**src/rtl/traffic_pkg.sv**
```systemverilog
// traffic_pkg: shared state codes, light encodings and timer width for traffic_light_ctrl.
package traffic_pkg;
  localparam int TMR_W = 6;
  localparam logic [2:0] LT_RED = 3'b100;
  localparam logic [2:0] LT_YEL = 3'b010;
  localparam logic [2:0] LT_GRN = 3'b001;
  typedef logic [2:0] state_t;
  localparam state_t ST_NS_G = 3'd0;
  localparam state_t ST_NS_Y = 3'd1;
  localparam state_t ST_RED1 = 3'd2;
  localparam state_t ST_EW_G = 3'd3;
  localparam state_t ST_EW_Y = 3'd4;
  localparam state_t ST_RED2 = 3'd5;
  localparam state_t ST_WALK = 3'd6;
endpackage

```
**src/rtl/traffic_light_ctrl_rise_detect.sv**
```systemverilog
// rise_detect: one-cycle pulse per 0->1 transition of level; a level already high at reset release is not an edge.
module rise_detect (
  input  logic clk,
  input  logic reset,
  input  logic level,
  output logic pulse
);
  logic level_d, armed;
  always_ff @(posedge clk) begin
    if (reset) begin
      level_d <= 1'b0;
      armed   <= ~level;
    end else begin
      level_d <= level;
      armed   <= armed | ~level;
    end
  end
  assign pulse = level & ~level_d & armed;
endmodule

```
**src/rtl/traffic_light_ctrl.sv**
```systemverilog
// traffic_light_ctrl: NS/EW light sequencer stepped by 1 Hz ticks; define PED_XING_EN to add the pedestrian WALK phase.
module traffic_light_ctrl
  import traffic_pkg::*;
#(
  parameter int GREEN_S  = 10,
  parameter int YELLOW_S = 3,
  parameter int ALLRED_S = 1,
  parameter int WALK_S   = 8
) (
  input  logic             clk_100MHz,
  input  logic             reset,
  input  logic             clk_1Hz,
  input  logic             ped_req,
  output logic [2:0]       ns_light,
  output logic [2:0]       ew_light,
  output logic             walk,
  output logic [TMR_W-1:0] sec_left
);
  logic tick, expire;
  state_t state, nxt;
  logic [TMR_W-1:0] tmr, nxt_dur;
  rise_detect u_rise (.clk(clk_100MHz), .reset(reset), .level(clk_1Hz), .pulse(tick));
  assign expire = tick && tmr == '0;
`ifdef PED_XING_EN
  logic ped_pending, next_ew, to_walk;
  assign to_walk = expire && ped_pending && (state == ST_NS_Y || state == ST_EW_Y);
  // a request in the clearing cycle keeps the pending flag set
  always_ff @(posedge clk_100MHz) begin
    if (reset) begin
      ped_pending <= 1'b0;
      next_ew     <= 1'b0;
    end else begin
      ped_pending <= ped_req || (ped_pending && !to_walk);
      if (to_walk) next_ew <= state == ST_NS_Y;
    end
  end
  always_comb begin
    nxt = ST_NS_G;
    case (state)
      ST_NS_G: nxt = ST_NS_Y;
      ST_NS_Y: nxt = ped_pending ? ST_WALK : ST_RED1;
      ST_RED1: nxt = ST_EW_G;
      ST_EW_G: nxt = ST_EW_Y;
      ST_EW_Y: nxt = ped_pending ? ST_WALK : ST_RED2;
      ST_WALK: nxt = next_ew ? ST_EW_G : ST_NS_G;
      default: nxt = ST_NS_G;
    endcase
  end
  assign walk = state == ST_WALK;
`else
  logic unused_ped;
  assign unused_ped = ped_req;
  always_comb begin
    nxt = ST_NS_G;
    case (state)
      ST_NS_G: nxt = ST_NS_Y;
      ST_NS_Y: nxt = ST_RED1;
      ST_RED1: nxt = ST_EW_G;
      ST_EW_G: nxt = ST_EW_Y;
      ST_EW_Y: nxt = ST_RED2;
      default: nxt = ST_NS_G;
    endcase
  end
  assign walk = 1'b0;
`endif
  assign nxt_dur = (nxt == ST_NS_G || nxt == ST_EW_G) ? TMR_W'(GREEN_S - 1) :
                   (nxt == ST_NS_Y || nxt == ST_EW_Y) ? TMR_W'(YELLOW_S - 1) :
                   (nxt == ST_WALK) ? TMR_W'(WALK_S - 1) : TMR_W'(ALLRED_S - 1);
  always_ff @(posedge clk_100MHz) begin
    if (reset) begin
      state <= ST_RED2;
      tmr   <= TMR_W'(ALLRED_S - 1);
    end else if (expire) begin
      state <= nxt;
      tmr   <= nxt_dur;
    end else if (tick) begin
      tmr <= tmr - 1'b1;
    end
  end
  assign ns_light = state == ST_NS_G ? LT_GRN : state == ST_NS_Y ? LT_YEL : LT_RED;
  assign ew_light = state == ST_EW_G ? LT_GRN : state == ST_EW_Y ? LT_YEL : LT_RED;
  assign sec_left = tmr;
endmodule

```
**config.mk**
```make
export PLATFORM = sky130hd
export DESIGN_NAME = traffic_light_ctrl
export DESIGN_NICKNAME = d
export VERILOG_FILES = /design/src/rtl/traffic_pkg.sv /design/src/rtl/traffic_light_ctrl_rise_detect.sv /design/src/rtl/traffic_light_ctrl.sv
export SDC_FILE = /design/constraint.sdc
export NUM_CORES = 1
export LEC_CHECK = 0
export ABC_AREA = 0
export CORE_MARGIN = 5
export CORE_UTILIZATION = 46
export DETAILED_ROUTE_END_ITERATION = 10
export GPL_TIMING_DRIVEN = 0
export PLACE_DENSITY_LB_ADDON = 0.1
export SETUP_SLACK_MARGIN = 0.05
export SLEW_MARGIN = 40
export SYNTH_ARGS = -nofsm -noshare
export SYNTH_HDL_FRONTEND = slang
export SYNTH_SLANG_ARGS = --single-unit
```
**constraint.sdc**
```tcl
create_clock -name clk_100MHz -period 1.9 [get_ports clk_100MHz]
set_input_delay 0.38 -clock clk_100MHz [delete_from_list [all_inputs] [get_ports clk_100MHz]]
set_output_delay 0.38 -clock clk_100MHz [all_outputs]
set_load 0.005 [all_outputs]
```
==> flow_summary_export.csv <==
group,metric,value,unit
cts,cts_hold_buf,0,
cells_and_area,final_common_cell,"clkdlybuf4s50_1",
yosys,yosys_register_bits,11,
critical_path,cpPeakStageDelay,440,ps
route,wirelength,1570,um
critical_path,worst-r2r-cell-count,6,
die,initial_core_util,49.5,%
critical_path,setup.worst_path.start,"state[1]$_SDFFE_PP0P_",
yosys,syn_nets,79,
sta,drv_slew,0,
route,ant_nets,0,
critical_path,ff2ff_setup_slack,260,ps
yosys,yosysWarnings,0,
sta,fmaxAchievable,566,MHz
yosys,synth-main-ff-cell,"dfxtp_1",
cts,insertion_delay,270,ps
critical_path,r2r-end,"sec_left[0]$_SDFFE_PP0P_",
critical_path,cp.arrival,1390,ps
sta,fin_tns_setup,0,ps
worst_hold_path,hold_path_end,"u_rise.armed$_DFF_P_",
global_route,use_met3,5.26,%
global_route,grt_max_degree,11,
critical_path,worstReg2RegStart,"sec_left[0]$_SDFFE_PP0P_",
cells_and_area,n_fill_cell,117,
sta,hold_viol,0,
cells_and_area,regArea,229,sq um
sta,rsz0062_at_grt,"false",
global_route,grt_pass1_wl,2720,um
route,drtIter0Drc,18,
global_route,grt_pass1_vias,603,
sta,fin_crit,1770,ps
yosys,synth_edf_count,0,
place,dp_hpwl,1080,um
die,die_area,2270,sq um
pwr,p_clk_share,22.3,%
global_route,use_met1,21.3,%
route,avgRoutedWirePerCell,14.4,um
run,cap_violations,0,
critical_path,cp_cell_sequence,"or2_2 -> clkdlybuf4s50_1",
global_route,grt-busiest-layer,"met2",
die,die_w,47.6,um
yosys,async_reset_ff_share,0,%
die,std_cell_rows,13,
cts,root_buffer,"clkbuf_4",
global_route,grt_use_total,17.4,%
worst_hold_path,hold_depth,2,
cts,clock-sinks,11,
worst_hold_path,hp-start,"u_rise.armed$_DFF_P_",
critical_path,worstPathRequired,1520,ps
cts,cts_tree,"done",
cells_and_area,post-route-util,66.9,%
die,dieHeight,47.6,um
global_route,met2_usage,27.5,%
cts,cts_buffers,3,
cells_and_area,n_antenna_cell,0,
place,portBuffers,14,
cells_and_area,area_growth,35.1,%
pwr,switchingPower,0.249,mW
sta,fin_crit_sh,93.0,%
critical_path,slowest_stage,"clkdlybuf4s50_1",
sta,fin_skew,4.76,ps
pwr,internal_power,0.496,mW
cts,clockBufferDepth,2,
cells_and_area,most-common-layout-cells,"clkdlybuf4s50_1 (10), dfxtp_1 (8), inv_1 (6)",
cells_and_area,nets,100,
route,firstDrtPassIters,4,
place,routabilityCongestion,0.743,
sta,setup_viol,0,
cells_and_area,multi_input_area,392,sq um
pwr,p_leak,0.373,nW
pwr,pwr-share-seq,40.9,%
cts,htree_num_levels,1,
route,viasPerCell,5.81,
critical_path,critPathKind,"register to output port",
route,drc,0,
worst_hold_path,min_path_type,"register to register",
die,io_pins,17,
die,coreArea,1320,sq um
critical_path,startpoint_type,"register",
yosys,postSynthAreaPerCell,8.81,sq um
critical_path,crit_fanout,9,
global_route,antenna_found_initial,0,
pwr,pwr_density_cell,846,nW/um^2
cells_and_area,drive_gt1_share,21.3,%
yosys,yosysSeqAreaShare,33.8,%
outcome,status,"finished clean",
cts,path_clk_slew,80,ps
global_route,overflow,0,
pwr,power_frac_comb,36.7,%
yosys,synthCells,74,
pwr,vdd_drop_max,601,uV
pwr,swShare,33.4,%
route,route.vias.total,633,
critical_path,end_kind,"output port",
yosys,yosysUniqueCellTypes,39,
yosys,synthesis.area,652,sq um
registers in the layout, indices dropped and copies added, names as in the netlist:
register / flops
u_rise.level_d: 1
state: 3
sec_left: 6
u_rise.armed: 1
critical path, delay by kind of cell, from the launching register on:
kind	cells	cell delay, ps
buffers and inverters	1	440
DFF	1	370
and+or+nand+nor	1	300
repair_timing:
action                                  CTS  global route
endpoints found under the setup margin    6             3
pin swaps                                 1             0
resized for setup                         9             3
setup buffers                             2             2
layer usage:
layer / up-vias / part of all wire, %
li1: 315 / -
met1: 296 / 46
met2: 20 / 46
met3: 2 / 7.1
met4: 0 / 0.76
met5: - / 0
Yosys cell counts (2+ instances only):
| cell type | number | area, sq um |
|---|---|---|
| nand3b_1 | 5 | 37.5 |
| clkbuf_1 | 3 | 11.3 |
| nor4_1 | 2 | 12.5 |
| nand4_1 | 2 | 12.5 |
| dfxtp_1 | 11 | 220 |
| nand2_1 | 5 | 18.8 |
| o211ai_1 | 3 | 22.5 |
| nor2_1 | 2 | 7.51 |
| a211o_1 | 2 | 17.5 |
| a21oi_1 | 2 | 10.0 |
| nor3_1 | 2 | 10.0 |
| inv_1 | 7 | 26.3 |
| nor2b_1 | 2 | 12.5 |
final cells by class:
| class | instances | area share [%] |
|---|---|---|
| clock buffers | 4 | 2.98 |
| flip-flops and latches | 11 | 26.0 |
| repair buffers | 18 | 19.6 |
| plain buffers | 3 | 1.85 |
| well taps | 15 | 2.13 |
| inverters | 7 | 2.98 |
| multi-input cells | 51 | 44.5 |
through the flow:
stage	cells	area, sq um	setup slack (ps)	total power [mW]	hold slack (ps)
floorplan	74	652	458	0.463	456
global placement	103	811	-10.2	0.563	481
detailed placement	103	811	18.4	0.567	487
CTS	107	861	48.1	0.728	502
global route	109	881	93.8	0.792	546
finish	109	881	133	0.745	509
how the worst max path moves through the flow:
stage | slack, ps | endpoint
floorplan | 460 | state[2]$_SDFFE_PP1P_
global placement | -10 | ew_light[0]
detailed placement | 20 | state[2]$_SDFFE_PP1P_
CTS | 50 | ew_light[2]
global route | 90 | ns_light[2]
finish | 130 | ns_light[2]
power groups by stage:
| stage | Sequential [mW] | Clock (mW) | Combinational (mW) |
|---|---|---|---|
| final | 0.305 | 0.166 | 0.273 |
| after floorplan | 0.293 | 0 | 0.170 |
| after detailed placement | 0.299 | 0 | 0.268 |
| after global placement | 0.298 | 0 | 0.266 |
| after CTS | 0.305 | 0.164 | 0.260 |
| after global routing | 0.313 | 0.178 | 0.301 |
logic make-up after synthesis:
kind of cell | after synthesis | share of synthesized area [%]
compound gates | 15 | 17.7
xor+xnor | 1 | 1.34
fa+ha+maj | 1 | 1.92
buf+inv | 12 | 7.68
flops | 11 | 33.8
mux | 2 | 3.26
other cells | 1 | 0.575
simple gates | 31 | 33.8
Power figures use the tool's default switching activity.
